--- src/rtl/hash_io_shell_p.sv ---
`timescale 1ns/1ps
// Host-side I/O shell for iterated block-hash cores: deserialises message words,
// tracks the chaining value, sequences core launches and serialises the digest.
module hash_io_shell_p #(
    parameter int              W         = 16,
    parameter int              BLK       = 512,
    parameter int              DIG       = 256,
    parameter logic [BLK-1:0]  IV0       = 512'h7c7d7e7f_78797a7b_74757677_70717273_6c6d6e6f_68696a6b_64656667_60616263_5c5d5e5f_58595a5b_54555657_50515253_4c4d4e4f_48494a4b_44454647_40414243,
    parameter logic [BLK-1:0]  FINAL_CV  = 512'haaaaaaaf_aaaaaaae_aaaaaaad_aaaaaaac_aaaaaaab_aaaaaaaa_aaaaaaa9_aaaaaaa8_aaaaaaa7_aaaaaaa6_aaaaaaa5_aaaaaaa4_aaaaaaa3_aaaaaaa2_aaaaaaa1_aaaaaaa0,
    parameter bit              BYTE_SWAP = 1'b1
) (
    input  logic           clk,
    input  logic           rst_n,
    input  logic           init,
    input  logic           load,
    input  logic           fetch,
    input  logic [W-1:0]   idata,
    output logic           ack,
    output logic [W-1:0]   odata,
    output logic           busy,
    output logic [15:0]    nblk,
    output logic           core_start,
    output logic [BLK-1:0] core_cv,
    output logic [BLK-1:0] core_msg,
    input  logic           core_done,
    input  logic [BLK-1:0] core_res
);

    localparam int R  = BLK / W;
    localparam int D  = DIG / W;
    localparam int CW = $clog2(R) + 1;
    localparam logic [CW-1:0] R_LAST = CW'(R - 1);
    localparam logic [CW-1:0] D_LAST = CW'(D - 1);

    typedef enum logic [2:0] {IDLE, LOAD, HASH, FIN, OUT} state_t;

    state_t         state, state_nx;
    logic [CW-1:0]  cnt;
    logic [BLK-1:0] cv, msg;
    logic [DIG-1:0] dig;
    logic           hash_launch;
    logic           do_init, do_cap, do_fin, do_out, hash_done, fin_done;

    function automatic logic [W-1:0] swap(input logic [W-1:0] x);
        logic [W-1:0] y;
        y = x;
        if (BYTE_SWAP && W > 8) begin
            for (int i = 0; i < W / 8; i++) begin
                y[8*i +: 8] = x[W-8-8*i +: 8];
            end
        end
        return y;
    endfunction

    always_ff @(posedge clk or negedge rst_n) begin
        if (!rst_n) state <= IDLE;
        else        state <= state_nx;
    end

    always_comb begin
        state_nx  = state;
        do_init   = 1'b0;
        do_cap    = 1'b0;
        do_fin    = 1'b0;
        do_out    = 1'b0;
        hash_done = 1'b0;
        fin_done  = 1'b0;
        case (state)
            IDLE: begin
                if (init) begin
                    do_init = 1'b1;
                end else if (load) begin
                    do_cap   = 1'b1;
                    state_nx = (cnt == R_LAST) ? HASH : LOAD;
                end else if (fetch) begin
                    do_fin   = 1'b1;
                    state_nx = FIN;
                end
            end
            LOAD: begin
                if (load) begin
                    do_cap = 1'b1;
                    if (cnt == R_LAST) state_nx = HASH;
                end
            end
            HASH: begin
                if (core_done) begin
                    hash_done = 1'b1;
                    state_nx  = IDLE;
                end
            end
            FIN: begin
                if (core_done) begin
                    fin_done = 1'b1;
                    state_nx = OUT;
                end
            end
            OUT: begin
                if (fetch) begin
                    do_out = 1'b1;
                    if (cnt == D_LAST) state_nx = IDLE;
                end
            end
            default: state_nx = IDLE;
        endcase
    end

    // The hash launch is delayed one cycle so the last word is already in msg.
    always_ff @(posedge clk or negedge rst_n) begin
        if (!rst_n) begin
            ack         <= 1'b0;
            odata       <= '0;
            core_start  <= 1'b0;
            hash_launch <= 1'b0;
            nblk        <= '0;
            cv          <= '0;
            msg         <= '0;
            cnt         <= '0;
        end else begin
            ack         <= do_cap | do_out;
            hash_launch <= do_cap && (cnt == R_LAST);
            core_start  <= hash_launch | do_fin;
            if (do_init) begin
                cv   <= IV0;
                nblk <= '0;
            end
            if (do_cap) begin
                msg[W*int'(cnt) +: W] <= swap(idata);
                cnt <= (cnt == R_LAST) ? '0 : cnt + 1'b1;
            end
            if (do_out) begin
                odata <= swap(dig[W*(D-1-int'(cnt)) +: W]);
                cnt   <= (cnt == D_LAST) ? '0 : cnt + 1'b1;
            end
            if (hash_done) begin
                cv <= core_res;
                if (nblk != 16'hFFFF) nblk <= nblk + 16'd1;
            end
        end
    end

    always_ff @(posedge clk) begin
        if (fin_done) dig <= core_res[BLK-1 -: DIG];
    end

    // Finalization compresses the chaining value as the message under FINAL_CV.
    assign core_cv  = (state == FIN) ? FINAL_CV : cv;
    assign core_msg = (state == FIN) ? cv : msg;
    assign busy     = (state == HASH) || (state == FIN) || (state == OUT) || core_start;

endmodule

--- config.mk ---
export PLATFORM = sky130hd
export DESIGN_NAME = hash_io_shell_p
export DESIGN_NICKNAME = d
export VERILOG_FILES = /design/src/rtl/hash_io_shell_p.sv
export SDC_FILE = /design/constraint.sdc
export NUM_CORES = 2
export LEC_CHECK = 0
export CELL_PAD_IN_SITES_DETAIL_PLACEMENT = 1
export CELL_PAD_IN_SITES_GLOBAL_PLACEMENT = 2
export CORE_AREA = 4 4 611 613
export DETAILED_ROUTE_END_ITERATION = 10
export DIE_AREA = 0 0 615 617
export GPL_TIMING_DRIVEN = 0
export PLACE_DENSITY_LB_ADDON = 0.25
export SYNTH_ARGS = -nofsm -noshare
export SYNTH_HDL_FRONTEND = slang
export SYNTH_SLANG_ARGS = --single-unit
--- constraint.sdc ---
create_clock -name clk -period 13.1 [get_ports clk]
set_input_delay 2.62 -clock clk [delete_from_list [all_inputs] [get_ports clk]]
set_output_delay 2.62 -clock clk [all_outputs]
set_load 0.005 [all_outputs]
==> metrics.json <==
{
  "result_of_the_run": {"value": "finished, violations left"},
  "violations": {"value": "capacitance limit"},
  "sink_count": {"value": 1324},
  "place.gp.congestion": {"value": 0.8814},
  "area.growth.synth_to_final": {"value": 50.09, "unit": "%"},
  "design.final.nets": {"value": 7008},
  "cts_resized": {"value": 0},
  "io-pin-count": {"value": 1593},
  "ctsLongestPathBuffers": {"value": 4},
  "synth_seq_cells": {"value": 1324},
  "timing.critical_path.fanout_max": {"value": 12},
  "worstPathArrival": {"value": 5370, "unit": "ps"},
  "groute.usage.overall": {"value": 24.19, "unit": "%"},
  "grt_overflow_total": {"value": 0},
  "cts.hold.buffers_added": {"value": 0},
  "cp_top_family": {"value": "buffers and inverters"},
  "finalMaxSlewViolations": {"value": 0},
  "die_w": {"value": 615, "unit": "µm"},
  "post_synth_edffs": {"value": 256},
  "postLayoutCoreUtil": {"value": 24.04, "unit": "%"},
  "synth_sequential_area_ratio": {"value": 58.37, "unit": "%"},
  "layout_setup_ws": {"value": 5108, "unit": "ps"},
  "worst_voltage_drop_across_the_vdd_grid": {"value": 0.1025, "unit": "mV"},
  "share_of_layout_cells_above_drive_strength_1": {"value": 18.79, "unit": "%"},
  "grt_start_max_net_pins": {"value": 159},
  "timing.final.setup_violations": {"value": 0},
  "first_iter_violations": {"value": 3856},
  "mappedNetlistArea": {"value": 0.05896, "unit": "mm²"},
  "fmax": {"value": 125.1, "unit": "MHz"},
  "clock-root-buffer": {"value": "sky130_fd_sc_hd__clkbuf_16"},
  "numPlacedInstances": {"value": 11120},
  "hold_viol_final": {"value": 0},
  "critPathSlowestCell": {"value": "sky130_fd_sc_hd__clkbuf_1"},
  "h-tree-depth": {"value": 4},
  "cp_num_buf_inv": {"value": 7},
  "m1WireLength": {"value": 192700, "unit": "µm"},
  "floorplan.initialDensity": {"value": 16.02, "unit": "%"},
  "synth.cells.most_frequent": {"value": "sky130_fd_sc_hd__dfrtp_1 (1068), sky130_fd_sc_hd__mux2_2 (723), sky130_fd_sc_hd__nand2_1 (445), sky130_fd_sc_hd__o21ai_0 (334), sky130_fd_sc_hd__clkbuf_1 (318)"},
  "yosys.cell_types.count": {"value": 67},
  "drv.max_cap_violation_count": {"value": 1},
  "ys_warn_count": {"value": 0},
  "crit_path_start_kind": {"value": "flop"},
  "wl_per_cell": {"value": 41.38, "unit": "µm"},
  "route.detailed.drc": {"value": 0},
  "p_leak": {"value": 0.03529, "unit": "µW"},
  "hold_class": {"value": "flop to flop"},
  "fillerInstances": {"value": 40730},
  "synth.top_cells.by_area": {"value": "sky130_fd_sc_hd__dfrtp_1 (45%), sky130_fd_sc_hd__mux2_2 (14%), sky130_fd_sc_hd__edfxtp_1 (13%)"},
  "vias_per_cell": {"value": 4.342},
  "final.setup.tns": {"value": 0, "unit": "ps"},
  "met3_length": {"value": 28000, "unit": "µm"},
  "ant_nets": {"value": 0},
  "cts_clk_pin_slew_worst_paths": {"value": 60, "unit": "ps"},
  "slew-limit-headroom": {"value": 0.5130, "unit": "%"},
  "max_stage_delay": {"value": 780, "unit": "ps"},
  "wl": {"value": 477100, "unit": "µm"},
  "period_minus_slack": {"value": 7992, "unit": "ps"},
  "clk_latency": {"value": 920, "unit": "ps"},
  "fin_worst_skew": {"value": 71.54, "unit": "ps"},
  "period_share": {"value": 61.01, "unit": "%"},
  "detailed_place_hpwl": {"value": 397900, "unit": "µm"},
  "grt_setup_unrepaired": {"value": "false"},
  "route.vias.total": {"value": 50060},
  "cts_post_setup_buffers_inserted": {"value": 0},
  "first_pass_grt_wire_length": {"value": 598000, "unit": "µm"},
  "core.rowCount": {"value": 223},
  "timing.critical_path.required": {"value": 10480, "unit": "ps"},
  "top_layer": {"value": "met5"},
  "number_of_antenna_violations_at_the_first_check_in_global_routing": {"value": 197},
  "gate_count_after_technology_mapping": {"value": 4645},
  "yosys.cell_count.top_type": {"value": "sky130_fd_sc_hd__dfrtp_1"},
  "portBuffers": {"value": 1592},
  "cp-end-kind": {"value": "output pin"},
  "synth_area_per_cell": {"value": 12.69, "unit": "µm²"},
  "cts-buffers-inserted": {"value": 183},
  "route.met2.wl": {"value": 243100, "unit": "µm"},
  "grt_pass1_vias": {"value": 52470},
  "worstMarginPinSlew": {"value": 1487, "unit": "ps"},
  "floorplan.die_area": {"value": 0.3795, "unit": "mm²"},
  "synth_flop_cell": {"value": "sky130_fd_sc_hd__dfrtp_1"},
  "area_leader_netlist": {"value": "sky130_fd_sc_hd__dfrtp_1"},
  "tritoncts_clock_tree": {"value": "done"},
  "die_height": {"value": 617, "unit": "µm"},
  "core-area": {"value": 0.3680, "unit": "mm²"},
  "ys_async_sr_fraction": {"value": 80.66, "unit": "%"},
  "syn-num-nets": {"value": 5185},
  "critical_path_class": {"value": "flop to output pin"},
  "placement.setup.worst_slack": {"value": 5757, "unit": "ps"},
  "firstDrtPassIters": {"value": 5},
  "stdcell_count": {"value": 11530},
  "synth_largest_type_area_fraction": {"value": 45.33, "unit": "%"},
  "cp_cell_sequence": {"value": "clkbuf_1, inv_1, nor2_1, nand2_1, clkbuf_2, clkbuf_2, buf_12, clkbuf_1, and2_1, clkdlybuf4s50_1"},
  "p_per_area": {"value": 254.4, "unit": "mW/mm²"}
}
cells by family after synthesis:
kind of cell | share of synthesized area [%]
flip-flops | 58.37
AND/OR/NAND/NOR | 10.32
AO/OA/AOI/OAI | 11.62
multiplexers | 16.92
buffers and inverters | 2.534
XOR/XNOR | 0.1189
adder cells (fa/ha/maj) | 0.1273
worst reg2reg max path, stage by stage (launching register included):
cell	delay, ps
sky130_fd_sc_hd__dfrtp_1	410
sky130_fd_sc_hd__clkbuf_1	560
sky130_fd_sc_hd__clkbuf_1	980
sky130_fd_sc_hd__clkbuf_1	820
sky130_fd_sc_hd__inv_1	110
sky130_fd_sc_hd__ha_1	220
sky130_fd_sc_hd__buf_2	180
sky130_fd_sc_hd__nand4bb_1	130
sky130_fd_sc_hd__clkbuf_1	380
sky130_fd_sc_hd__clkbuf_1	880
sky130_fd_sc_hd__nand2_1	830
sky130_fd_sc_hd__nor2_1	1310
sky130_fd_sc_hd__mux2_2	340
power by group:
part           switching [µW]  leakage (µW)  total [µW]  internal [µW]
clock                    2210       0.00307        5330           3120
sequential               1210        0.0159        6440           5230
combinational            5900        0.0163       10700           4840
flip-flops by register name, indices dropped and copies added, names as in the netlist:
signal	flops
nblk	16
dig	256
odata	16
msg	512
hash_launch	1
core_start	1
cv	512
state	3
ack	1
cnt	6
stage by stage:
| stage | instance area [µm²] | power [µW] | hold slack, ps |
|---|---|---|---|
| floorplan | 58960 | 9538 | 417.0 |
| global placement | 80950 | 17330 | 438.9 |
| detailed placement | 82030 | 17430 | 435.5 |
| CTS | 88290 | 22930 | 455.9 |
| global route | 88350 | 23420 | 466.8 |
| finish | 88480 | 22510 | 455.7 |
placed cells by master (no fill, tap or decap), types with 10 or more instances in the layout:
master,instances
sky130_fd_sc_hd__buf_2,22
sky130_fd_sc_hd__nor2_2,12
sky130_fd_sc_hd__mux2_2,723
sky130_fd_sc_hd__clkbuf_16,185
sky130_fd_sc_hd__nand2_1,445
sky130_fd_sc_hd__mux2_4,10
sky130_fd_sc_hd__clkbuf_8,37
sky130_fd_sc_hd__diode_2,71
sky130_fd_sc_hd__o31ai_1,19
sky130_fd_sc_hd__buf_4,10
sky130_fd_sc_hd__nand3_1,27
sky130_fd_sc_hd__o22a_1,256
sky130_fd_sc_hd__mux4_2,64
sky130_fd_sc_hd__o21ai_0,334
sky130_fd_sc_hd__bufinv_16,15
sky130_fd_sc_hd__a22o_1,256
sky130_fd_sc_hd__clkbuf_1,315
sky130_fd_sc_hd__buf_12,24
sky130_fd_sc_hd__buf_1,16
sky130_fd_sc_hd__edfxtp_1,256
sky130_fd_sc_hd__nand2b_1,262
sky130_fd_sc_hd__clkdlybuf4s50_1,1591
sky130_fd_sc_hd__buf_16,15
sky130_fd_sc_hd__and2_1,291
sky130_fd_sc_hd__clkinv_2,29
sky130_fd_sc_hd__a22oi_1,16
sky130_fd_sc_hd__clkinv_1,10
sky130_fd_sc_hd__clkbuf_2,33
sky130_fd_sc_hd__mux2i_1,24
sky130_fd_sc_hd__nor2_1,76
sky130_fd_sc_hd__dfrtp_1,1068
area by class of cell:
cell class | instances | area [µm²] | area share, %
Buffer | 368 | 1514 | 1.711
Tap cell | 4837 | 6052 | 6.840
Multi-Input combinational cell | 2944 | 23100 | 26.11
Inverter | 9 | 33.78 | 0.03818
Clock inverter | 82 | 999.7 | 1.130
Sequential cell | 1324 | 34410 | 38.89
Antenna cell | 71 | 177.7 | 0.2008
Clock buffer | 255 | 5263 | 5.947
Timing Repair Buffer | 1638 | 16930 | 19.13
path summary, 6_finish.rpt:
path                                  start           end  slack (ps)  depth (start not counted)
min in group asynchronous             rst_n        cv[40]        1660                          1
worst max-delay path               state[1]  core_cv[374]        5110                         10
worst min register to register  hash_launch    core_start         460                          1
worst min-delay path            hash_launch    core_start         460                          1
worst max register to register       cnt[1]      msg[152]        5830                         12
max in group asynchronous             rst_n       cv[242]        7920                          5
metal layers:
layer	vias up	track usage, %
met5	-	0
met4	16	5.879
met3	499	4.928
met2	2113	43.42
met1	26830	29.42
li1	20600	-
Note: power is estimated with default switching activity, not from simulation.
